==> config.mk <==
export PLATFORM = sky130hd
export DESIGN_NAME = hazard_unit
export DESIGN_NICKNAME = d
export VERILOG_FILES = /design/src/rtl/hazard_unit.sv
export SDC_FILE = /design/constraint.sdc
export NUM_CORES = 1
export LEC_CHECK = 0
export CORE_MARGIN = 3
export CORE_UTILIZATION = 46
export CTS_CLUSTER_DIAMETER = 40
export CTS_CLUSTER_SIZE = 16
export DETAILED_ROUTE_END_ITERATION = 8
export PLACE_DENSITY = 0.8
export SLEW_MARGIN = 20
export SYNTH_ARGS = -nofsm -noshare
export SYNTH_HDL_FRONTEND = slang
export SYNTH_SLANG_ARGS = --single-unit
export TNS_END_PERCENT = 1
==> constraint.sdc <==
create_clock -name clk -period 3.4 [get_ports clk]
set_input_delay 0.68 -clock clk [delete_from_list [all_inputs] [get_ports clk]]
set_output_delay 0.68 -clock clk [all_outputs]
set_load 0.05 [all_outputs]
==> src/rtl/hazard_unit.sv <==
// hazard_unit -- pipeline control for the five-stage RISC-V datapath.
//
// Computes Execute-stage forwarding selects, detects load-use hazards,
// flushes wrong-path instructions on taken branches/jumps and freezes the
// pipeline while data memory has not accepted a Memory-stage access.
// Keeps stall/flush cycle counters and a sticky memory-timeout flag.
//
// Ports
//   clk, reset                 clock, synchronous active-high reset
//   Rs1D, Rs2D                 Decode source registers
//   Rs1E, Rs2E, RdE            Execute source/destination registers
//   RdM, RdW                   Memory/Writeback destination registers
//   RegWriteM, RegWriteW       Memory/Writeback register-write enables
//   ResultSrcE0                Execute instruction is a load
//   PCSrcE                     taken branch/jump in Execute
//   MemReqM, MemReadyM         Memory-stage access request / accept
//   ForwardAE, ForwardBE       10 = ALUResultM, 01 = ResultW, 00 = regfile
//   StallF/D/E/M               hold PC / F/D / D/E / E/M registers
//   FlushD/E/W                 bubble F/D / D/E / M/W registers
//   MemTimeout                 sticky: memory wait reached TIMEOUT cycles
//   StallCount, FlushCount     cycles with StallF / FlushE asserted
module hazard_unit #(
  parameter int TIMEOUT = 255
) (
  input  logic        clk,
  input  logic        reset,
  input  logic [4:0]  Rs1D,
  input  logic [4:0]  Rs2D,
  input  logic [4:0]  Rs1E,
  input  logic [4:0]  Rs2E,
  input  logic [4:0]  RdE,
  input  logic [4:0]  RdM,
  input  logic [4:0]  RdW,
  input  logic        RegWriteM,
  input  logic        RegWriteW,
  input  logic        ResultSrcE0,
  input  logic        PCSrcE,
  input  logic        MemReqM,
  input  logic        MemReadyM,
  output logic [1:0]  ForwardAE,
  output logic [1:0]  ForwardBE,
  output logic        StallF,
  output logic        StallD,
  output logic        StallE,
  output logic        StallM,
  output logic        FlushD,
  output logic        FlushE,
  output logic        FlushW,
  output logic        MemTimeout,
  output logic [31:0] StallCount,
  output logic [15:0] FlushCount
);

  // Wait counter is at least 8 bits, wider if TIMEOUT needs it.
  localparam int CLOG = $clog2(TIMEOUT + 1);
  localparam int CW   = (CLOG > 8) ? CLOG : 8;

  typedef enum logic {S_IDLE, S_WAIT} state_t;

  state_t        r_state, w_next;
  logic [CW-1:0] r_cnt, w_cnt_inc;
  logic          r_to;
  logic [31:0]   r_stall_cnt;
  logic [15:0]   r_flush_cnt;
  logic          w_lw_stall, w_mem_stall;

  // Forwarding: Memory-stage producer is younger, so it wins over Writeback.
  always_comb begin
    ForwardAE = 2'b00;
    if (RegWriteM && (RdM != 5'd0) && (RdM == Rs1E))      ForwardAE = 2'b10;
    else if (RegWriteW && (RdW != 5'd0) && (RdW == Rs1E)) ForwardAE = 2'b01;
    ForwardBE = 2'b00;
    if (RegWriteM && (RdM != 5'd0) && (RdM == Rs2E))      ForwardBE = 2'b10;
    else if (RegWriteW && (RdW != 5'd0) && (RdW == Rs2E)) ForwardBE = 2'b01;
  end

  assign w_lw_stall  = ResultSrcE0 && (RdE != 5'd0) && ((RdE == Rs1D) || (RdE == Rs2D));
  assign w_mem_stall = MemReqM && !MemReadyM;

  // Memory freeze dominates: Execute is held, so a branch or load-use in
  // the same cycle simply re-presents itself on the release cycle.
  always_comb begin
    StallF = 1'b0;
    StallD = 1'b0;
    StallE = 1'b0;
    StallM = 1'b0;
    FlushD = 1'b0;
    FlushE = 1'b0;
    FlushW = 1'b0;
    if (w_mem_stall) begin
      StallF = 1'b1;
      StallD = 1'b1;
      StallE = 1'b1;
      StallM = 1'b1;
      FlushW = 1'b1;
    end else if (PCSrcE) begin
      // Decode holds a wrong-path instruction, so its load-use is moot.
      FlushD = 1'b1;
      FlushE = 1'b1;
    end else if (w_lw_stall) begin
      StallF = 1'b1;
      StallD = 1'b1;
      FlushE = 1'b1;
    end
  end

  always_comb begin
    w_next = r_state;
    case (r_state)
      S_IDLE:  if (w_mem_stall) w_next = S_WAIT;
      S_WAIT:  if (MemReadyM)   w_next = S_IDLE;
      default: w_next = S_IDLE;
    endcase
  end

  assign w_cnt_inc = (r_cnt == {CW{1'b1}}) ? r_cnt : r_cnt + 1'b1;

  always_ff @(posedge clk) begin
    if (reset) begin
      r_state     <= S_IDLE;
      r_cnt       <= '0;
      r_to        <= 1'b0;
      r_stall_cnt <= '0;
      r_flush_cnt <= '0;
    end else begin
      r_state <= w_next;
      if (r_state == S_IDLE && w_mem_stall) r_cnt <= '0;
      else if (r_state == S_WAIT)           r_cnt <= w_cnt_inc;
      // Set at the edge ending the TIMEOUT-th WAIT cycle.
      if (r_state == S_WAIT && w_cnt_inc >= CW'(TIMEOUT)) r_to <= 1'b1;
      r_stall_cnt <= r_stall_cnt + {31'd0, StallF};
      r_flush_cnt <= r_flush_cnt + {15'd0, FlushE};
    end
  end

  assign MemTimeout = r_to;
  assign StallCount = r_stall_cnt;
  assign FlushCount = r_flush_cnt;

endmodule

# Word-level counts from Yosys, hierarchy flattened
# Cells that the tools add are included.
word_totals:
  out_inout_bits: 60
  elab_cells: 49
  regBits: 58
op_classes:
  order_cmp: 1
  eq_ne: 7
  muxes: 15
  n_reduce_logical: 17
  bitwise: 1
  n_addsub: 3
op_table:
  columns: ["operator", "count"]
  rows:
  - ["adder 32 x 1 -> 32 bit", 1]
  - ["== test 5 bit", 6]
  - ["adder 16 x 1 -> 16 bit", 1]
  - ["nonzero test 5 bit", 3]
  - ["logical AND 1 bit", 11]
  - ["2-to-1 mux 1 bit", 11]
  - ["adder 8 x 1 -> 8 bit, second input constant", 1]
  - ["== test 8 bit, second input constant", 1]
  - ["greater-or-equal comparator 8 bit, second input constant", 1]
  - ["2-to-1 mux 8 bit", 1]
  - ["2-to-1 mux 2 bit", 2]
  - ["one-hot mux 1 bit (2 select lines)", 1]
  - ["OR reduction 2 bit", 1]
  - ["logical NOT 1 bit", 1]
  - ["logical OR 1 bit", 1]
  - ["NOT 1 bit", 1]

# Logic depth before layout (Yosys ltp)
depth:
  depth_word: 7
  mapped_depth: 11

# Worst setup path after synthesis
# Ideal clock, no wire load.
synth_path:
  path_type: "input to register"
  start: "input RdE[3]"
  end: "register r_stall_cnt[20], in the netlist StallCount[20]"
  setup_slack_ns: -1.022
  cell_stages: 11
  setup_ns: 0.115
  required_ns: 3.285
  arrival_ns: 4.307
  cell_sequence: "xor2_1 -> nor3_1 -> a22oi_1 -> o31ai_1 -> ha_1 -> ha_1 -> nand3_1 -> or4_4 -> buf_4 -> o31a_1 -> o21a_1"
synth_between:
  elab_chain_len: 7
  elab_cells_between_ends: 10
synth_rtl:
  columns: ["element", "line", "text"]
  rows:
  - ["from (decl)", "31", "input logic [4:0] RdE,"]
  - ["== test 5 bit or nonzero test 5 bit (tied branches)", "77", "assign w_lw_stall = ResultSrcE0 && (RdE != 5'd0) && ((RdE == Rs1D) || (RdE == Rs2D));"]
  - ["logical OR 1 bit or logical AND 1 bit (tied branches)", "77", null]
  - ["logical AND 1 bit (*)", "77", null]
  - ["2-to-1 mux 1 bit (*) (3 in series)", null, null]
  - ["via StallD", "43", "output logic StallD,"]
  - ["adder 32 x 1 -> 32 bit (*)", "131", "r_stall_cnt <= r_stall_cnt + {31'd0, StallF};"]
  - ["to (signal assigned)", "131", null]
  - ["to (decl)", "63", "logic [31:0] r_stall_cnt;"]
# Mark *: on every way through the listed nets, which the timed path passes. The rest lies on a longest branch.
# A chain may end at the register's enable or synchronous reset.

# Worst setup path after layout
layout_path:
  start: "input RdW[3]"
  end: "output ForwardAE[0]"
layout_between:
  elab_chain_len: 5
  elab_cells_between_ends: 6
layout_rtl:
  columns: ["element", "line", "text"]
  rows:
  - ["from (decl)", "33", "input logic [4:0] RdW,"]
  - ["nonzero test 5 bit", "71", "else if (RegWriteW && (RdW != 5'd0) && (RdW == Rs1E)) ForwardAE = 2'b01;"]
  - ["logical AND 1 bit", "71", null]
  - ["logical AND 1 bit (*)", "71", null]
  - ["2-to-1 mux 1 bit (*)", "71", null]
  - ["2-to-1 mux 2 bit (*)", "70", "if (RegWriteM && (RdM != 5'd0) && (RdM == Rs1E)) ForwardAE = 2'b10;"]
  - ["to (decl)", "40", "output logic [1:0] ForwardAE,"]
# Mark *: on every way between the ends. The rest lies on a longest branch, timed or not.

==> results.toml <==
[run_status]
status = "completed"

[yosys]
synth_flop_cell = "dfxtp_1"
synth_adder_area_share_pct = 1.97
avgSynthCellArea_um2 = 8.47
syn-num-nets = 423
synthMuxAreaShare_pct = 2.64
ys_ff_latch = 58
ys_warn_count = 0
yosysUniqueCellTypes = 43
syn_area_um2 = 3180
yosys.area_share.simple_pct = 28.0
synth_xor_area_share_pct = 14.3
synth_edf_count = 0
synthArstFlopShare_pct = 0
synth_compound_area_share_pct = 12.9
ys_seq_area_share_pct = 36.5
synth_top_family_by_area = "simple AND/OR/NAND/NOR gates"
synth_cells = 375

[final_layout]
multi_input_area_um2 = 1970
drive_gt1_share_pct = 12.1
n_antenna_cell = 0
final-seq-area_um2 = 1160
fin_nets = 538
fin_cells = 571
final_core_util_pct = 70.9
area_growth_syn_to_layout_pct = 45.7
fill_cells = 522

[routing]
vias_per_cell = 5.65
drc = 0
totalWireLength_um = 8550
drtIter0Drc = 186
wl_per_cell_um = 15.0
vias = 3229
drt_pass1_iterations = 4
antenna_left = 0

[sta]
finalSetupTns_ns = 0
worst_hold_slack_ns = 0.493
slew_viol_final = 0
fin_worst_skew_ns = 0.00901
hold_viol = 0
finalCritPeriodShare_pct = 96.6
post-route-min-period_ns = 3.28
relSlewSlack_pct = 58.6
worst_pin_slew_ns = 0.616
fmax_mhz = 304
setup_viol_count_final = 0

[place]
place_inst = 556
io_buffers = 102
dp_hpwl_um = 6480
gp_congestion = 0.811

[worst_setup_path]
reg2reg_from = "StallCount[4]$_SDFF_PP0_"
path_class = "primary input to output pin"
r2r_end = "StallCount[21]$_SDFF_PP0_"
crit_buf_inv = 2
r2r_cells = 4
cpMaxStageDelayCell = "clkdlybuf4s50_1"
max_stage_delay_ns = 0.55
cp-end-kind = "output pin"
r2r_setup_slack_ns = 1.15
path_cells = "clkdlybuf4s50_1 -> or4_1 -> o21ai_0 -> or4_1 -> nor4_2 -> buf_12"
critPathLaunchType = "primary input"
worstPathArrival_ns = 2.60
critPathTopFamily = "simple AND/OR/NAND/NOR gates"
cpMostUsedCell = "or4_1"
required_ns = 2.72
worstPathMaxFanout = 3

[power]
intPower_w = 0.00119
p_clk_share_pct = 43.2
p_leak_nw = 1.64
power_density_nw_per_um2 = 339
netSwitchingFraction_pct = 24.3
comb_power_share_pct = 12.7
pwr-share-seq_pct = 44.1
peakVddDrop_uv = 217
power_w = 0.00157
switchingPower_w = 0.000381

[cts]
cts.sinks = 58
cts_max_path_buffers = 2
cts-root-buf = "clkbuf_8"
hold_buffers = 0
cts_htree_levels = 3
cts_buffers = 9
clkTransAtPathRegs_ns = 0.07
cts_tree = "built"
clk_latency_ns = 0.33

[die]
die_h_um = 89.1
chipWidth_um = 89.1
start_util_pct = 48.7
dieArea_um2 = 7940
rows = 29
ios = 103
core_um2 = 6530

[global_route]
overflow = 0
grt_pass1_wl_um = 13900
grt_max_degree = 51
track_usage_pct = 22.0
antenna_found_initial = 0
first_global_vias = 3081

[hold_path]
min_from = "FlushCount[15]$_SDFF_PP0_"
hold_end = "FlushCount[15]$_SDFF_PP0_"
hp-class = "register to register"
whs_path_depth = 2

[run]
cap_violations = 0
synth_stat cells (3+ instances only):
cell | count | area share, %
xor2_1 | 37 | 10
xnor2_1 | 15 | 4.1
nand3_1 | 19 | 3.0
nand4b_1 | 3 | 0.83
o41ai_1 | 5 | 1.4
mux2_2 | 3 | 1.1
or4_1 | 11 | 2.6
nor4_1 | 10 | 2.0
a21oi_1 | 22 | 3.5
o21ai_0 | 17 | 2.7
nor2b_1 | 8 | 1.6
buf_4 | 4 | 0.94
inv_1 | 12 | 1.4
clkbuf_1 | 6 | 0.71
ha_1 | 5 | 2.0
and4_1 | 5 | 1.4
o31ai_1 | 9 | 2.1
nor3_1 | 6 | 0.94
dfxtp_1 | 58 | 37
o211ai_1 | 4 | 0.94
nand4_1 | 14 | 2.8
and3_1 | 7 | 1.4
mux2i_1 | 5 | 1.6
nor2_1 | 32 | 3.8
nand2_1 | 21 | 2.5
or3_1 | 14 | 2.8
nand2b_1 | 3 | 0.59
worst max-delay path by stage:
| stage | startpoint | end | slack [ns] | depth (start not counted) |
|---|---|---|---|---|
| final | RdW[3] | ForwardAE[0] | 0.12 | 6 |
| after global routing | RdE[4] | StallCount[18]$_SDFF_PP0_ | -0.008 | 12 |
| after CTS | RdE[3] | StallCount[28]$_SDFF_PP0_ | 0.03 | 11 |
| after detailed placement | RdE[3] | StallCount[17]$_SDFF_PP0_ | -0.34 | 12 |
| after global placement | RdE[3] | StallCount[21]$_SDFF_PP0_ | -0.26 | 11 |
| after floorplan | RdM[1] | ForwardBE[0] | -0.45 | 4 |
flip-flops by register name, summed over array words and instances, names as in the netlist:
signal	cells
MemTimeout	1
r_cnt	8
FlushCount	16
StallCount	32
r_state	1
through the flow:
stage | worst slack (ns) | cell area (um2)
5_1_grt | -0.00795 | 4630
2_1_floorplan | -0.453 | 3220
3_5_place_dp | -0.335 | 4380
4_1_cts | 0.0274 | 4590
3_3_place_gp | -0.255 | 4380
6_report | 0.115 | 4630
logic make-up (layout without fill, tap and decap cells):
family / after synthesis / after routing
buf+inv: 26 / 145
flops: 58 / 58
fa+ha+maj: 5 / 5
compound gates: 66 / 66
simple gates: 160 / 160
mux: 8 / 8
xor+xnor: 52 / 52
routing by layer:
metal,part of all wire (%),GRT usage [%],up-vias
li1,-,-,1601
met1,41,26.5,1518
met2,52,38.0,96
met3,4.9,4.98,14
met4,1.7,8.39,0
met5,0,0,-
layout by cell type, fill, tap and decap left out, types with 3 or more instances in the layout:
cell / synthesis / layout
inv_1: 12 / 12
o31ai_1: 9 / 7
mux2i_1: 5 / 5
nand3_1: 19 / 18
clkbuf_8: 0 / 9
nor2b_1: 8 / 8
clkdlybuf4s50_1: 0 / 88
nand2_1: 21 / 21
xnor2_1: 15 / 15
buf_4: 4 / 25
and4_1: 5 / 5
nor3_1: 6 / 4
nor4_2: 0 / 4
o21ai_0: 17 / 16
dlymetal6s2s_1: 0 / 3
nand4b_1: 3 / 3
or3_1: 14 / 14
dfxtp_1: 58 / 58
mux2_2: 3 / 3
and3_1: 7 / 7
nor2_1: 32 / 32
nand2b_1: 3 / 3
xor2_1: 37 / 37
o211ai_1: 4 / 4
ha_1: 5 / 3
o41ai_1: 5 / 5
a21oi_1: 22 / 22
nor4_1: 10 / 6
or4_1: 11 / 10
nand4_1: 14 / 14
layout make-up:
cell class                      instances  share of cell area [%]
Multi-Input combinational cell        291                    42.6
Sequential cell                        58                    25.1
Timing Repair Buffer                  118                    24.8
Clock buffer                           10                    2.76
Tap cell                               77                    2.08
Clock inverter                          5                    1.73
Inverter                               12                   0.973
power groups by stage:
stage / clock [W] / sequential (W) / combinational [W]
floorplan: 0 / 0.000720 / 0.0000857
global placement: 0 / 0.000706 / 0.000193
detailed placement: 0 / 0.000707 / 0.000198
CTS: 0.000689 / 0.000691 / 0.000198
global route: 0.000718 / 0.000692 / 0.000215
finish: 0.000677 / 0.000691 / 0.000199
worst register-to-register path, delay by kind of cell, from the launching register on:
family / cells / cell delay (ns)
AO/OA/AOI/OAI: 1 / 0.14
flip-flops: 1 / 0.42
AND/OR/NAND/NOR: 3 / 1.61
repair_timing:
action                                  in CTS  in global routing
pin swaps                                    0                  1
endpoints found under the setup margin       2                 17
buffers inserted                             0                  0
endpoints found under the hold margin        0                  0
resized for setup                            1                 11
No activity file was read; power rests on OpenSTA's default activity.
